`src/rtl/snes_bus_settle.sv`:
```
// snes_bus_settle: synchronise a raw SNES bus, wait for it to settle, publish value and events
module snes_bus_settle #(
  parameter int               WIDTH         = 8,
  parameter int               SYNC_STAGES   = 2,
  parameter int               SETTLE_CYCLES = 3,
  parameter logic [WIDTH-1:0] MATCH_ADDR    = WIDTH'('hFC),
  parameter logic [WIDTH-1:0] MATCH_MASK    = '1,
  parameter int               CNT_W         = 16
) (
  input  logic             clk,
  input  logic             rst_n,
  input  logic             enable,
  input  logic [WIDTH-1:0] bus_in,
  output logic [WIDTH-1:0] bus_sync,
  output logic             event_latch,
  output logic             match_hit,
  output logic             glitch,
  output logic             busy,
  output logic [CNT_W-1:0] event_count
);
  localparam int SW = (SETTLE_CYCLES > 1) ? $clog2(SETTLE_CYCLES) : 1;
  localparam logic [SW-1:0] CMAX = SW'(SETTLE_CYCLES - 1);
  typedef enum logic {IN_SYNC, UNSETTLED} state_t;
  state_t                              r_state, w_next;
  logic [SYNC_STAGES-1:0][WIDTH-1:0]   r_sync;
  logic [WIDTH-1:0]                    r_prev, r_bus;
  logic [SW-1:0]                       r_cnt;
  logic [CNT_W-1:0]                    r_evcnt;
  logic                                r_ev, r_mh, r_gl;
  logic [WIDTH-1:0]                    w_s;
  logic                                w_diff, w_commit, w_new, w_match;
  assign w_s     = r_sync[SYNC_STAGES-1];
  assign w_diff  = w_s != r_prev;
  assign w_new   = w_s != r_bus;
  assign w_match = ((w_s ^ MATCH_ADDR) & MATCH_MASK) == '0;
  // Synchroniser, stability counter and previous sample run regardless of enable
  always_ff @(posedge clk or negedge rst_n)
    if (!rst_n) begin
      r_sync <= '0;
      r_prev <= '0;
      r_cnt  <= '0;
    end else begin
      r_sync <= {r_sync[SYNC_STAGES-2:0], bus_in};
      r_prev <= w_s;
      r_cnt  <= w_diff ? '0 : (r_cnt == CMAX ? r_cnt : r_cnt + 1'b1);
    end
  always_comb begin
    w_next   = r_state;
    w_commit = 1'b0;
    if (r_state == IN_SYNC) begin
      if (w_diff && enable) w_next = UNSETTLED;
    end else if (!enable) begin
      w_next = IN_SYNC;
    end else if (!w_diff && r_cnt == CMAX) begin
      w_next   = IN_SYNC;
      w_commit = 1'b1;
    end
  end
  always_ff @(posedge clk or negedge rst_n)
    if (!rst_n) begin
      r_state <= IN_SYNC;
      r_bus   <= '0;
      r_evcnt <= '0;
      r_ev    <= 1'b0;
      r_mh    <= 1'b0;
      r_gl    <= 1'b0;
    end else begin
      r_state <= w_next;
      r_ev    <= w_commit && w_new;
      r_mh    <= w_commit && w_new && w_match;
      r_gl    <= w_commit && !w_new;
      if (w_commit && w_new) begin
        r_bus   <= w_s;
        r_evcnt <= r_evcnt + 1'b1;
      end
    end
  assign bus_sync    = r_bus;
  assign event_latch = r_ev;
  assign match_hit   = r_mh;
  assign glitch      = r_gl;
  assign busy        = r_state == UNSETTLED;
  assign event_count = r_evcnt;
endmodule

```
`config.mk`:
```
export PLATFORM = sky130hd
export DESIGN_NAME = snes_bus_settle
export DESIGN_NICKNAME = d
export VERILOG_FILES = /design/src/rtl/snes_bus_settle.sv
export SDC_FILE = /design/constraint.sdc
export NUM_CORES = 1
export LEC_CHECK = 0
export CAP_MARGIN = 5
export CELL_PAD_IN_SITES_DETAIL_PLACEMENT = 0
export CELL_PAD_IN_SITES_GLOBAL_PLACEMENT = 1
export CORE_MARGIN = 1.5
export CORE_UTILIZATION = 44
export CTS_BUF_LIST = sky130_fd_sc_hd__clkbuf_8
export DETAILED_ROUTE_END_ITERATION = 7
export PLACE_DENSITY = 0.85
export SLEW_MARGIN = 20
export SYNTH_ARGS = -nofsm -noshare
export SYNTH_HDL_FRONTEND = slang
export SYNTH_SLANG_ARGS = --single-unit
```
`constraint.sdc`:
```
create_clock -name clk -period 2 [get_ports clk]
set_input_delay 0.6 -clock clk [delete_from_list [all_inputs] [get_ports clk]]
set_output_delay 0.6 -clock clk [all_outputs]
set_load 0.05 [all_outputs]
```
# == After elaboration in Yosys (flattened, before gate mapping) ==
# Index checks and enable logic that the tools add are counted.
# word_totals
regBits,54
in_bits,11
out_inout_bits,28
elab_cells,34
# op_classes
addsub,2
reduce_logical,8
bitwise_logic,1
n_eq_ne,4
n_mux,9
# op_table
operator,count
$add 16x1->16 const B,1
$ne 8x8->1,2
$logic_not 8->1,1
$mux 1,7
$not 6->6,1
$logic_and 1x1->1,5
$mux 2,2
$add 2x1->2 const B,1
$eq 2x2->1 const B,1
$logic_not 1->1,2
$ne 2x2->1 const B,1

# == Logic depth before layout (Yosys ltp) ==
# depth
word_depth,8
ltp_mapped,7

# == Worst setup path before layout ==
# Ideal clock, no wire load.
# synth_timing
path_kind,reg-to-reg
start,"reg r_evcnt[4], in the netlist event_count[4]"
end,"reg r_evcnt[13], in the netlist event_count[13]"
arrival_time_ns,1.809
path_buffers,0
path_stages_with_launch,6
period_less_slack_ns,1.954
setup_ns,0.145
path_slack_ns,0.046
cell_sequence,dfrtp_1 and3_1 nand3_1 or2_2 nor4b_1 xor2_1
# synth_between
elab_chain_len,1
# synth_lines
item,line_no,source
start: declaration,28,logic [CNT_W-1:0] r_evcnt;
start signal: assignment,74,r_evcnt <= r_evcnt + 1'b1;
$add 16x1->16,74,
# No other way between the ends.
# A chain may end at the register's enable or synchronous reset.

# == Worst setup path after layout ==
# layout_timing
start,reg r_sync (netlist bit w_s[1])
end,"reg r_evcnt[7], in the netlist event_count[7]"
# layout_between
elab_chain_len,7
word_cells_on_any_way,8
# layout_lines
item,line_no,source
start: declaration,25,logic [SYNC_STAGES-1:0][WIDTH-1:0] r_sync;
start signal: assignment,43,"r_sync <= {r_sync[SYNC_STAGES-2:0], bus_in};"
$ne 8x8->1,33,assign w_diff = w_s != r_prev;
$logic_not 1->1,54,end else if (!w_diff && r_cnt == CMAX) begin
$logic_and 1x1->1,54,
$mux 1,54,
$mux 1,52,end else if (!enable) begin
$mux 1,50,if (r_state == IN_SYNC) begin
$logic_and 1x1->1 (*),72,if (w_commit && w_new) begin
# Mark *: on every way between the ends. The rest lies on a longest branch, timed or not.

==> PnR_summary.wiki <==
{| class="wikitable"
! Metric !! Value
|-
| Hold Violations, Final || 0
|-
| Clk pwr share || 34.0%
|-
| Pin count of the biggest net entering global routing || 25
|-
| Library cells used by synthesis || 29
|-
| Number of inserted filler cells in the final layout || roughly 370
|-
| GP Congestion || 0.8128
|-
| Area fraction in compound gates after synthesis || 0.5797%
|-
| Number of instances in the synthesized netlist || 153
|-
| Share of cell area taken by muxes after synthesis || 4.696%
|-
| Highest net fanout along the worst path || 8
|-
| Post-synth net total || 166
|-
| Site Rows || 25
|-
| Setup repair after global routing missed its margin || true
|-
| Remaining routing DRC violations || 0
|-
| Final setup fails || 0
|-
| Crit path kind || reg2reg
|-
| Worst-margin pin slew || about 0.50 ns
|-
| Logic pwr share || under 10%
|-
| Power density over the cells || 653.5 mW/mm²
|-
| Depth of the CTS H-tree || 2
|-
| Instance count after placement with tap cells included || 266
|-
| CP Data Required Time || about 2.2 ns
|-
| CTS tree || yes
|-
| Capturing element type of the critical path || flop
|-
| Total wire length || 3.862 mm
|-
| Seq/Total Area, Yosys || a little over three fifths
|-
| Sum of net half-perimeters after detailed placement || 2.781 mm
|-
| Max-capacitance violation count || 0
|-
| Path type of the worst min-delay path || in2async
|-
| Root buffer selected by CTS || sky130_fd_sc_hd__clkbuf_8
|-
| Sw Ratio || a little under a quarter
|-
| # IOs || 39
|-
| IO buf count || 38
|-
| Detailed-route vias per instance || 4.849
|-
| Die height || 73.04 µm
|-
| GR Util All Layers || 16.57%
|-
| Combinational family with the most area after synthesis || simple AND/OR/NAND/NOR gates
|-
| Share of the synthesized area in the top cell type || 62.61%
|-
| Share of synthesized cell area in and, or, nand and nor gates || between 10% and 20%
|-
| Starting density of the core || a little under half
|-
| Fmax achieved || 0.5194 GHz
|-
| Time the final worst path needs with I/O delays and setup || 1.925 ns
|-
| CP Launch Point || w_s[1]
|-
| Standard cell core area || 0.004723 mm²
|-
| Via count of the first global-routing pass || around 1,400
|-
| First DRT Iteration DRCs || 56
|-
| Post-Synth XOR/XNOR Area || 12.99%
|-
| Final critical-path share of the clock period || 96.26%
|-
| Clock net sink count || 54
|-
| Register clock-pin slew on the reported worst setup and hold paths || approximately 0.10 ns
|-
| Largest cells by area after synthesis || sky130_fd_sc_hd__dfrtp_1 (63%), sky130_fd_sc_hd__xor2_1 (13%), sky130_fd_sc_hd__mux2_2 (4.7%), sky130_fd_sc_hd__nor4_2 (2.9%), sky130_fd_sc_hd__nand2_1 (1.2%)
|-
| Mapped Avg Cell Area || 14.11 µm²
|-
| Proportion of layout cells with a drive suffix above 1 || 38.39%
|-
| Via count || 1,348
|-
| Total internal power || 1.447 mW
|-
| # diodes || 0
|-
| TritonRoute pass-1 iters || 4
|-
| Total leakage power || 1.399 nW
|-
| Number of buffers inserted during clock tree synthesis || 5
|-
| Most frequent cells in the layout || sky130_fd_sc_hd__dfrtp_1 (53), sky130_fd_sc_hd__buf_4 (41), sky130_fd_sc_hd__xor2_1 (30)
|-
| Adder-Cell Fraction of Synth Area || 1.159%
|-
| Synthesized area || between 0.002 and 0.0025 mm²
|-
| Die width || approximately 73 µm
|-
| Wire length of the first global-routing pass || approximately 6.7 mm
|-
| Critical Path Source Type || flop
|-
| Syn. warnings || 0
|-
| Routed len/inst || around 14 µm
|-
| Most frequent standard cell in the layout excluding fill and tap cells || sky130_fd_sc_hd__dfrtp_1
|-
| Signed area change from the synthesized netlist to the final layout || 32.46%
|-
| Die area || around 0.0053 mm²
|-
| Cell type with the largest total area after synthesis || sky130_fd_sc_hd__dfrtp_1
|-
| Final Non-Filler Cells || ~280
|-
| Remaining Overflow, GRT || 0
|-
| Clk_skew || 0.006991 ns
|-
| Net switching power of the design || 0.4211 mW
|-
| Max IR drop VDD || 550.1 µV
|-
| Antenna violations before repair || 0
|-
| Final number of max-transition violations || 0
|-
| CTS Hold Buffers Added || 0
|-
| Final ANT Viol Nets || 0
|-
| Min Hold Slack || 0.2484 ns
|-
| Register cell area after layout || 0.001353 mm²
|-
| Share of power burned in registers || 60.7%
|-
| CTS Buffer Depth || 2
|-
| Clock latency at the later pin of the worst-skew pair || 0.30 ns
|-
| Flip-flop and latch count after synthesis || 54
|-
| Area of the multi-input gates || 874.6 µm²
|-
| WP data arrival || 2.15 ns
|-
| Final Net Count || approximately 220
|-
| Rel. slew slack || 66.70%
|-
| Outcome || complete, no violations
|-
| Worst flop-to-flop path startpoint || w_s[1]
|}
## power groups by stage
| stage | registers [mW] | logic, mW | clock network [mW] |
|---|---|---|---|
| 2_1_floorplan | 1.16 | 0.0250 | 0 |
| 3_3_place_gp | 1.15 | 0.0860 | 0 |
| 3_5_place_dp | 1.16 | 0.0881 | 0 |
| 4_1_cts | 1.13 | 0.0886 | 0.656 |
| 5_1_grt | 1.14 | 0.109 | 0.699 |
| 6_report | 1.13 | 0.0981 | 0.635 |
## layout make-up
cell class	count	area share [%]
multi-input cells	93	30.59
inverters	2	0.2626
flip-flops and latches	54	47.31
clock inverters	2	0.6127
repair buffers	54	15.40
well taps	67	2.932
clock buffers	6	2.888
## state kept, by name, summed over array words and instances, names as in the netlist, 2 cells and up
name,count
r_prev,8
event_count,16
bus_sync,8
r_cnt,2
w_s,8
r_sync,8
## worst paths after layout
| check | end | slack [ns] | cells after the start |
|---|---|---|---|
| hold / removal | w_s[0] | 0.25 | 1 |
| min in group clk | w_s[1] | 0.35 | 0 |
| setup reg to reg | event_count[7] | 0.07 | 6 |
| setup / recovery | event_count[7] | 0.07 | 6 |
| hold reg to reg | w_s[1] | 0.35 | 0 |
| max in group asynchronous | event_count[6] | 1.15 | 2 |
## per-layer routing
layer  GRT usage [%]  vias to the layer above  share of wire [%]
met2           26.26                       24                 51
met4           6.918                        0                1.8
met3           4.834                        6                3.3
met5               0                        -                  0
met1           21.25                      677                 44
li1                -                      641                  -
## Yosys cell counts, drive strengths merged
cell type   n
nand4b      2
xor2       31
xnor2       1
nor3        4
ha          2
and4        1
nand2       7
nand4       2
nor2        4
nand2b      1
nor4b       3
or2         1
nor2b       1
clkbuf      1
nand3       5
buf         3
dfrtp      54
nor4       10
a21oi       1
and2        1
nor3b       2
inv         2
and3        4
o21a        1
mux2        9
## worst max-delay path, cell delays in order (launching register included)
cell,delay (ns)
sky130_fd_sc_hd__dfrtp_2,0.47
sky130_fd_sc_hd__xor2_2,0.20
sky130_fd_sc_hd__nor4_4,0.37
sky130_fd_sc_hd__nand3_4,0.18
sky130_fd_sc_hd__buf_8,0.19
sky130_fd_sc_hd__nor4_4,0.25
sky130_fd_sc_hd__xor2_1,0.17
## what timing repair did
action | 4_1_cts | 5_1_grt
pin swaps | 1 | 14
endpoints found under the hold margin | 0 | 0
gates resized for setup | 0 | 22
setup endpoints to repair | 2 | 23
setup buffers | 1 | 3
## per-stage QoR
stage	setup TNS (ns)	util [%]	power [mW]	cell area [µm²]	setup slack, ns
after detailed placement	-3.813	54.97	1.244	2596	-0.2357
after floorplan	0	-	1.182	2158	0.04607
after global routing	-0.2190	60.53	1.946	2859	-0.06790
after global placement	-2.930	54.97	1.240	2596	-0.1675
after CTS	0	57.25	1.879	2704	0.01206
final	0	60.53	1.868	2859	0.07480
## kinds of logic (layout without fill, tap and decap cells)
| family | Yosys count | count (layout) |
|---|---|---|
| flops | 54 | 54 |
| simple gates | 48 | 48 |
| xor+xnor | 32 | 32 |
| mux | 9 | 9 |
| buf+inv | 6 | 64 |
| fa+ha+maj | 2 | 2 |
| compound gates | 2 | 2 |
Power figures use the tool's default switching activity.
